===== config.mk =====
export PLATFORM = sky130hd
export DESIGN_NAME = clut_thresh_ctrl_flat
export DESIGN_NICKNAME = d
export VERILOG_FILES = /design/src/rtl/clut_pkg.sv /design/src/rtl/clut_thresh_ctrl_if.sv /design/src/rtl/clut_vld_delay.sv /design/src/rtl/clut_thresh_ctrl.sv /design/src/flat_wrapper.sv
export SDC_FILE = /design/constraint.sdc
export NUM_CORES = 1
export LEC_CHECK = 0
export BUFFER_PORTS_ARGS = -buffer_cell sky130_fd_sc_hd__buf_4
export CAP_MARGIN = 20
export CORE_ASPECT_RATIO = 1.1
export CORE_MARGIN = 10
export CORE_UTILIZATION = 63
export CTS_CLUSTER_DIAMETER = 30
export DETAILED_ROUTE_END_ITERATION = 10
export GPL_TIMING_DRIVEN = 1
export HOLD_SLACK_MARGIN = 0.12
export PLACE_DENSITY = 0.85
export SLEW_MARGIN = 20
export SYNTH_ARGS = -nofsm -noshare
export SYNTH_HDL_FRONTEND = slang
export SYNTH_HIERARCHICAL = 1
export SYNTH_SLANG_ARGS = --single-unit

===== constraint.sdc =====
create_clock -name sys_clk -period 6.8 [get_ports sys_clk]
set_input_delay 2.04 -clock sys_clk [delete_from_list [all_inputs] [get_ports sys_clk]]
set_output_delay 2.04 -clock sys_clk [all_outputs]
set_load 0.02 [all_outputs]

===== src/rtl/clut_pkg.sv =====
// rtl/clut_pkg.sv - shared types and sizing helpers for the clutter-map frame sequencer
package clut_pkg;

    typedef enum logic [2:0] {
        ST_IDLE,
        ST_WAIT_RDY,
        ST_READ,
        ST_DRAIN,
        ST_DONE
    } clut_state_t;

    localparam int CLUT_LINE_LEN = 32;
    localparam int CLUT_NUM_CPI  = 120;

    // Wide enough to hold a full frame's beat count, including the terminal value.
    function automatic int beat_w(input int line_len, input int num_lines);
        return $clog2(line_len * num_lines + 1);
    endfunction

endpackage


===== src/rtl/clut_thresh_ctrl_if.sv =====
// rtl/clut_thresh_ctrl_if.sv - control/status bundle between the frame sequencer and its neighbours
interface clut_thresh_ctrl_if #(
    parameter int ADDR_W = 11
);
    logic              frame_start;
    logic              map_rdy;
    logic              abort;
    logic              thresh_valid;
    logic              ram_rd_en;
    logic [ADDR_W-1:0] ram_rd_addr;
    logic              radmap_rd_vld;
    logic [15:0]       clut_cpi;
    logic              busy;
    logic              frame_done;
    logic              err_overrun;
    logic              err_timeout;

    modport master (
        output frame_start, map_rdy, abort, thresh_valid,
        input  ram_rd_en, ram_rd_addr, radmap_rd_vld, clut_cpi,
               busy, frame_done, err_overrun, err_timeout
    );

    modport slave (
        input  frame_start, map_rdy, abort, thresh_valid,
        output ram_rd_en, ram_rd_addr, radmap_rd_vld, clut_cpi,
               busy, frame_done, err_overrun, err_timeout
    );
endinterface


===== src/rtl/clut_vld_delay.sv =====
// rtl/clut_vld_delay.sv - fixed-depth shift register aligning read enable with RAM data
module clut_vld_delay #(
    parameter int DEPTH = 2
) (
    input  logic clk,
    input  logic rst,
    input  logic din,
    output logic dout
);
    logic [DEPTH-1:0] sr;

    always_ff @(posedge clk or posedge rst) begin
        if (rst) begin
            sr <= '0;
        end else begin
            sr <= (sr << 1) | DEPTH'(din);
        end
    end

    assign dout = sr[DEPTH-1];
endmodule


===== src/rtl/clut_thresh_ctrl.sv =====
// rtl/clut_thresh_ctrl.sv - clutter-map frame sequencer: gapless RAM sweep, beat drain, CPI counter
module clut_thresh_ctrl
    import clut_pkg::*;
#(
    parameter int LINE_LEN  = CLUT_LINE_LEN,
    parameter int NUM_LINES = 64,
    parameter int ADDR_W    = 11,
    parameter int RD_LAT    = 2,
    parameter int NUM_CPI   = CLUT_NUM_CPI,
    parameter int DRAIN_TMO = 1024
) (
    input  logic              sys_clk,
    input  logic              sys_rst,
    clut_thresh_ctrl_if.slave bus
);
    localparam int FRAME_BEATS = LINE_LEN * NUM_LINES;
    localparam int BEAT_W      = beat_w(LINE_LEN, NUM_LINES);
    localparam int BIN_W       = $clog2(LINE_LEN);
    localparam int LINE_W      = $clog2(NUM_LINES);
    localparam int TMO_W       = $clog2(DRAIN_TMO);

    clut_state_t       state, state_nxt;
    logic [BIN_W-1:0]  bin_cnt;
    logic [LINE_W-1:0] line_cnt;
    logic [BEAT_W-1:0] beat_cnt, beat_exp, beat_nxt, lines_beats;
    logic [TMO_W-1:0]  tmo_cnt;
    logic [15:0]       cpi;
    logic              abort_pend, err_ovr, err_tmo;
    logic              bin_last, frame_last, stop_read, drain_full, tmo_hit;
    logic              rd_en, rd_vld;

    assign bin_last    = (bin_cnt == BIN_W'(LINE_LEN - 1));
    assign frame_last  = bin_last && (line_cnt == LINE_W'(NUM_LINES - 1));
    // An abort in READ waits for the current line to finish so every row FIFO sees whole lines.
    assign stop_read   = bin_last && (abort_pend || bus.abort);
    assign lines_beats = BEAT_W'((int'(line_cnt) + 1) * LINE_LEN);
    assign beat_nxt    = beat_cnt + BEAT_W'(bus.thresh_valid);
    assign drain_full  = (beat_nxt >= beat_exp);
    assign tmo_hit     = (tmo_cnt == TMO_W'(DRAIN_TMO - 1));

    always_ff @(posedge sys_clk or posedge sys_rst) begin
        if (sys_rst) begin
            state <= ST_IDLE;
        end else begin
            state <= state_nxt;
        end
    end

    always_comb begin
        state_nxt = state;
        unique case (state)
            ST_IDLE:     if (bus.frame_start) state_nxt = ST_WAIT_RDY;
            ST_WAIT_RDY: if (bus.abort) state_nxt = ST_IDLE;
                         else if (bus.map_rdy) state_nxt = ST_READ;
            ST_READ:     if (frame_last || stop_read) state_nxt = ST_DRAIN;
            // Completion (or forced close) takes priority over a simultaneous abort.
            ST_DRAIN:    if (drain_full || tmo_hit) state_nxt = ST_DONE;
                         else if (bus.abort) state_nxt = ST_IDLE;
            ST_DONE:     state_nxt = ST_IDLE;
            default:     state_nxt = ST_IDLE;
        endcase
    end

    always_ff @(posedge sys_clk or posedge sys_rst) begin
        if (sys_rst) begin
            bin_cnt    <= '0;
            line_cnt   <= '0;
            beat_cnt   <= '0;
            beat_exp   <= '0;
            tmo_cnt    <= '0;
            abort_pend <= 1'b0;
            cpi        <= 16'd1;
            err_ovr    <= 1'b0;
            err_tmo    <= 1'b0;
        end else begin
            tmo_cnt <= (state == ST_DRAIN) ? tmo_cnt + TMO_W'(1) : '0;
            if (bus.frame_start && state != ST_IDLE) err_ovr <= 1'b1;
            if (state == ST_DRAIN && !drain_full && tmo_hit) err_tmo <= 1'b1;
            if (state == ST_DONE) cpi <= (cpi == 16'(NUM_CPI)) ? 16'd1 : cpi + 16'd1;

            if (state == ST_WAIT_RDY && state_nxt == ST_READ) begin
                bin_cnt    <= '0;
                line_cnt   <= '0;
                beat_cnt   <= '0;
                beat_exp   <= BEAT_W'(FRAME_BEATS);
                abort_pend <= 1'b0;
            end else if (state == ST_READ) begin
                bin_cnt  <= bin_last ? '0 : bin_cnt + BIN_W'(1);
                if (bin_last) line_cnt <= frame_last ? '0 : line_cnt + LINE_W'(1);
                if (bus.abort) abort_pend <= 1'b1;
                if (stop_read) beat_exp <= lines_beats;
                beat_cnt <= beat_nxt;
            end else if (state == ST_DRAIN) begin
                beat_cnt <= beat_nxt;
            end
        end
    end

    clut_vld_delay #(
        .DEPTH(RD_LAT)
    ) u_vld_delay (
        .clk  (sys_clk),
        .rst  (sys_rst),
        .din  (rd_en),
        .dout (rd_vld)
    );

    assign rd_en             = (state == ST_READ);
    assign bus.ram_rd_en     = rd_en;
    assign bus.ram_rd_addr   = rd_en ? ADDR_W'(int'(line_cnt) * LINE_LEN + int'(bin_cnt)) : '0;
    assign bus.radmap_rd_vld = rd_vld;
    assign bus.clut_cpi      = cpi;
    assign bus.busy          = (state != ST_IDLE);
    assign bus.frame_done    = (state == ST_DONE);
    assign bus.err_overrun   = err_ovr;
    assign bus.err_timeout   = err_tmo;
endmodule

===== src/flat_wrapper.sv =====
// flat-port wrapper written by rule: the top's interface ports become plain ports
module clut_thresh_ctrl_flat import clut_pkg::*;
#(
    parameter int LINE_LEN  = CLUT_LINE_LEN,
    parameter int NUM_LINES = 64,
    parameter int ADDR_W    = 11,
    parameter int RD_LAT    = 2,
    parameter int NUM_CPI   = CLUT_NUM_CPI,
    parameter int DRAIN_TMO = 1024
)
  (sys_clk, sys_rst, bus_frame_start, bus_map_rdy, bus_abort, bus_thresh_valid, bus_ram_rd_en, bus_ram_rd_addr, bus_radmap_rd_vld, bus_clut_cpi, bus_busy, bus_frame_done, bus_err_overrun, bus_err_timeout);
  clut_thresh_ctrl_if #(.ADDR_W(ADDR_W)) bus_i ();
  input  logic sys_clk;
  input  logic sys_rst;
  input wire logic [$bits(bus_i.frame_start)-1:0] bus_frame_start;
  input wire logic [$bits(bus_i.map_rdy)-1:0] bus_map_rdy;
  input wire logic [$bits(bus_i.abort)-1:0] bus_abort;
  input wire logic [$bits(bus_i.thresh_valid)-1:0] bus_thresh_valid;
  output wire logic [$bits(bus_i.ram_rd_en)-1:0] bus_ram_rd_en;
  output wire logic [$bits(bus_i.ram_rd_addr)-1:0] bus_ram_rd_addr;
  output wire logic [$bits(bus_i.radmap_rd_vld)-1:0] bus_radmap_rd_vld;
  output wire logic [$bits(bus_i.clut_cpi)-1:0] bus_clut_cpi;
  output wire logic [$bits(bus_i.busy)-1:0] bus_busy;
  output wire logic [$bits(bus_i.frame_done)-1:0] bus_frame_done;
  output wire logic [$bits(bus_i.err_overrun)-1:0] bus_err_overrun;
  output wire logic [$bits(bus_i.err_timeout)-1:0] bus_err_timeout;
  assign bus_i.frame_start = bus_frame_start;
  assign bus_i.map_rdy = bus_map_rdy;
  assign bus_i.abort = bus_abort;
  assign bus_i.thresh_valid = bus_thresh_valid;
  assign bus_ram_rd_en = bus_i.ram_rd_en;
  assign bus_ram_rd_addr = bus_i.ram_rd_addr;
  assign bus_radmap_rd_vld = bus_i.radmap_rd_vld;
  assign bus_clut_cpi = bus_i.clut_cpi;
  assign bus_busy = bus_i.busy;
  assign bus_frame_done = bus_i.frame_done;
  assign bus_err_overrun = bus_i.err_overrun;
  assign bus_err_timeout = bus_i.err_timeout;
  clut_thresh_ctrl #(.LINE_LEN(LINE_LEN), .NUM_LINES(NUM_LINES), .ADDR_W(ADDR_W), .RD_LAT(RD_LAT), .NUM_CPI(NUM_CPI), .DRAIN_TMO(DRAIN_TMO)) u_core (.sys_clk(sys_clk), .sys_rst(sys_rst), .bus(bus_i));
endmodule

==> metrics <==
outcome=finished clean; area leader, netlist=dfrtp_1; Routed WL=7.56 mm; Synthesized Nets=382; Critical Path AT=4.45 ns; Layout Skew=0.00733 ns; synthesized area=3530 um2; vias in the first global route=2703; leakage power total=1.92 nW; Cells after Synth=361; total gr overflow=0; Max-Cap Viols=0; FILL cells=401; combinational power share=25.7%; H-tree levels=3; Synth Area per Inst=9.78 um2; first-pass GRT wire length=12.9 mm; sequential element share of the synthesized area=45.4%; fraction of registers with async set/reset=100%; Via density=5.86; 1st-iter DRT viols=159; Sequential Power Share=45.2%; crit end category=register; Worst-Skew Late Latency=0.33 ns; area grow syn2layout=14.6%; worst slew pin tran=0.754 ns; TritonCTS buffer count=9; Seq cells post-synth=64; # diodes=0; Main synth FF type=dfrtp_1; 1st-pass router iterations=4; post-synth cell types=50; share of cells above drive strength 1=17.6%; fin crit period=4.21 ns; Max VDD drop=0.258 mV; pin count of the biggest net entering global routing=63; Max clock buf depth=2; startpoint types=input port; commonest non-fill, non-tap cell in the layout=dfrtp_1; post-route clock period utilization=61.9%; Internal=0.000726 W; Nets=420; clock network fraction of total power=29.1%; DIE WIDTH=91.4 um; Psw=0.000378 W; Worst EP required=7.04 ns; CTS tree=done; PostCTS Resize Cnt=0; critical path class=input port to register; routed length per instance=15.8 um; Worst Path Max Fanout=6; CTS Hold Bufs=0; via count=2808; Row Count=28; Initial Utilization=65.4%; TNS Setup=0 ns; die area=9000 um2; Min-Delay Path Class=register to register; most frequent cells in the layout=63 x dfrtp_1, 40 x buf_4, 39 x nor2_1; initial antenna violation count=0; core area=5400 um2; largest cells by area after synthesis=dfrtp_1 45%, ha_1 5.3%, xor2_1 5.2%; post-synth top area share=44.6%; Pwr Total=0.00110 W; TritonCTS Sinks=64; DP HPWL=5.38 mm; fin. max-slew vios=0; Setup Buffers After CTS=0; Clock Root Buffer=clkbuf_8; Hold Vio Cnt, Final=0; P per Cell Area=273 nW/um2; worst relative slew slack=49.8%; DRT antenna net count=0; clk slew on worst S/H paths=0.07 ns; DRC=0; Final setup viols=0; GRT Total Usage=17.1%; Ys Warns=6; switching part of the total power=34.3%; I/O Pins=39; gpl congestion=0.837; port bufs=38; Achievable Freq=238 MHz; chip height=98.5 um; unrepaired setup endpoints after global routing=no; EDFF count, synth=0
==> power groups by stage <==
| stage | clock [W] | sequential, W | combinational [W] |
|---|---|---|---|
| floorplan | 0 | 0.000492 | 0.000208 |
| global placement | 0 | 0.000502 | 0.000277 |
| detailed placement | 0 | 0.000504 | 0.000285 |
| CTS | 0.000326 | 0.000497 | 0.000285 |
| global route | 0.000343 | 0.000509 | 0.000315 |
| finish | 0.000321 | 0.000499 | 0.000284 |
==> path summary, 6_finish.rpt <==
| path | slack, ns | from | depth (start not counted) | end |
|---|---|---|---|---|
| max reg2reg | 3.99 | u_core/beat_cnt[0] | 10 | u_core/state[2] |
| min | 0.37 | u_core/u_vld_delay/sr[0] | 0 | u_core/u_vld_delay/sr[1] |
| max | 2.59 | bus_thresh_valid | 11 | u_core/state[2] |
| min reg2reg | 0.37 | u_core/u_vld_delay/sr[0] | 0 | u_core/u_vld_delay/sr[1] |
| max in group asynchronous | 4.37 | sys_rst | 3 | u_core/bus.clut_cpi[2] |
| min in group asynchronous | 1.56 | sys_rst | 2 | u_core/u_vld_delay/sr[0] |
==> routing by layer <==
metal,track usage (%),vias to the layer above,share of wire (%),wire [um]
met4,4.83,0,1.2,90
met3,3.95,10,4.7,355
met5,0,-,0,0
li1,-,1349,-,-
met1,20.8,1379,44,3300
met2,29.4,70,50,3810
==> cells in the mapped netlist, drive strengths merged (10+ instances only) <==
cell type and n:
nand4 10, o21ai 11, a21oi 14, nand3 19, inv 12, xnor2 15
nand2 30, nor2 40, xor2 21, ha 15, and2 12, dfrtp 63
==> sequential cells by signal (all words and copies together), names as in the netlist <==
signal and count:
u_core/bin_cnt 5, u_core/beat_cnt 12, u_core/beat_exp 7, u_core/bus.clut_cpi 16
u_core/bus.err_overrun 1, u_core/line_cnt 6, u_core/tmo_cnt 10, u_core/u_vld_delay/sr 2
u_core/state 3, u_core/abort_pend 1, u_core/bus.err_timeout 1
==> kinds of logic after synthesis <==
| logic type | share of synthesized area (%) |
|---|---|
| AOI/OAI and AO/OA | 10.7 |
| xor gates and xnor gates | 8.93 |
| adders and majority gates | 5.32 |
| buffers and inverters | 3.37 |
| DFF | 45.4 |
| muxes | 0.886 |
| and+or+nand+nor | 25.4 |
==> metrics by stage <==
stage	hold WS [ns]	util, %	instances	instance area, um2	setup WS [ns]
after global placement	0.336	71.4	463	3850	2.42
after global routing	0.372	75.0	479	4050	2.41
final	0.370	75.0	479	4050	2.59
after CTS	0.364	75.0	479	4050	2.60
after detailed placement	0.342	71.4	463	3850	2.29
after floorplan	0.331	-	361	3530	2.55
==> cell type report <==
cell class | count | area (um2) | area share, %
timing repair buffer | 40 | 300 | 7.42
multi-input combinational | 272 | 1810 | 44.7
tap | 75 | 93.8 | 2.32
inverter | 12 | 45.0 | 1.11
clock buffer | 9 | 124 | 3.06
clock inverter | 7 | 72.6 | 1.79
sequential | 64 | 1600 | 39.6
==> worst max-delay path, cell delays in order <==
cell and delay, ns:
buf_4 0.08, ha_1 0.21, and4_1 0.32, nand3_1 0.14, or2_2 0.33, xnor2_1 0.13
ha_1 0.29, nand4_1 0.12, nor4_1 0.39, a211oi_1 0.17, a31oi_1 0.23
(Power assumes the default switching activity.)
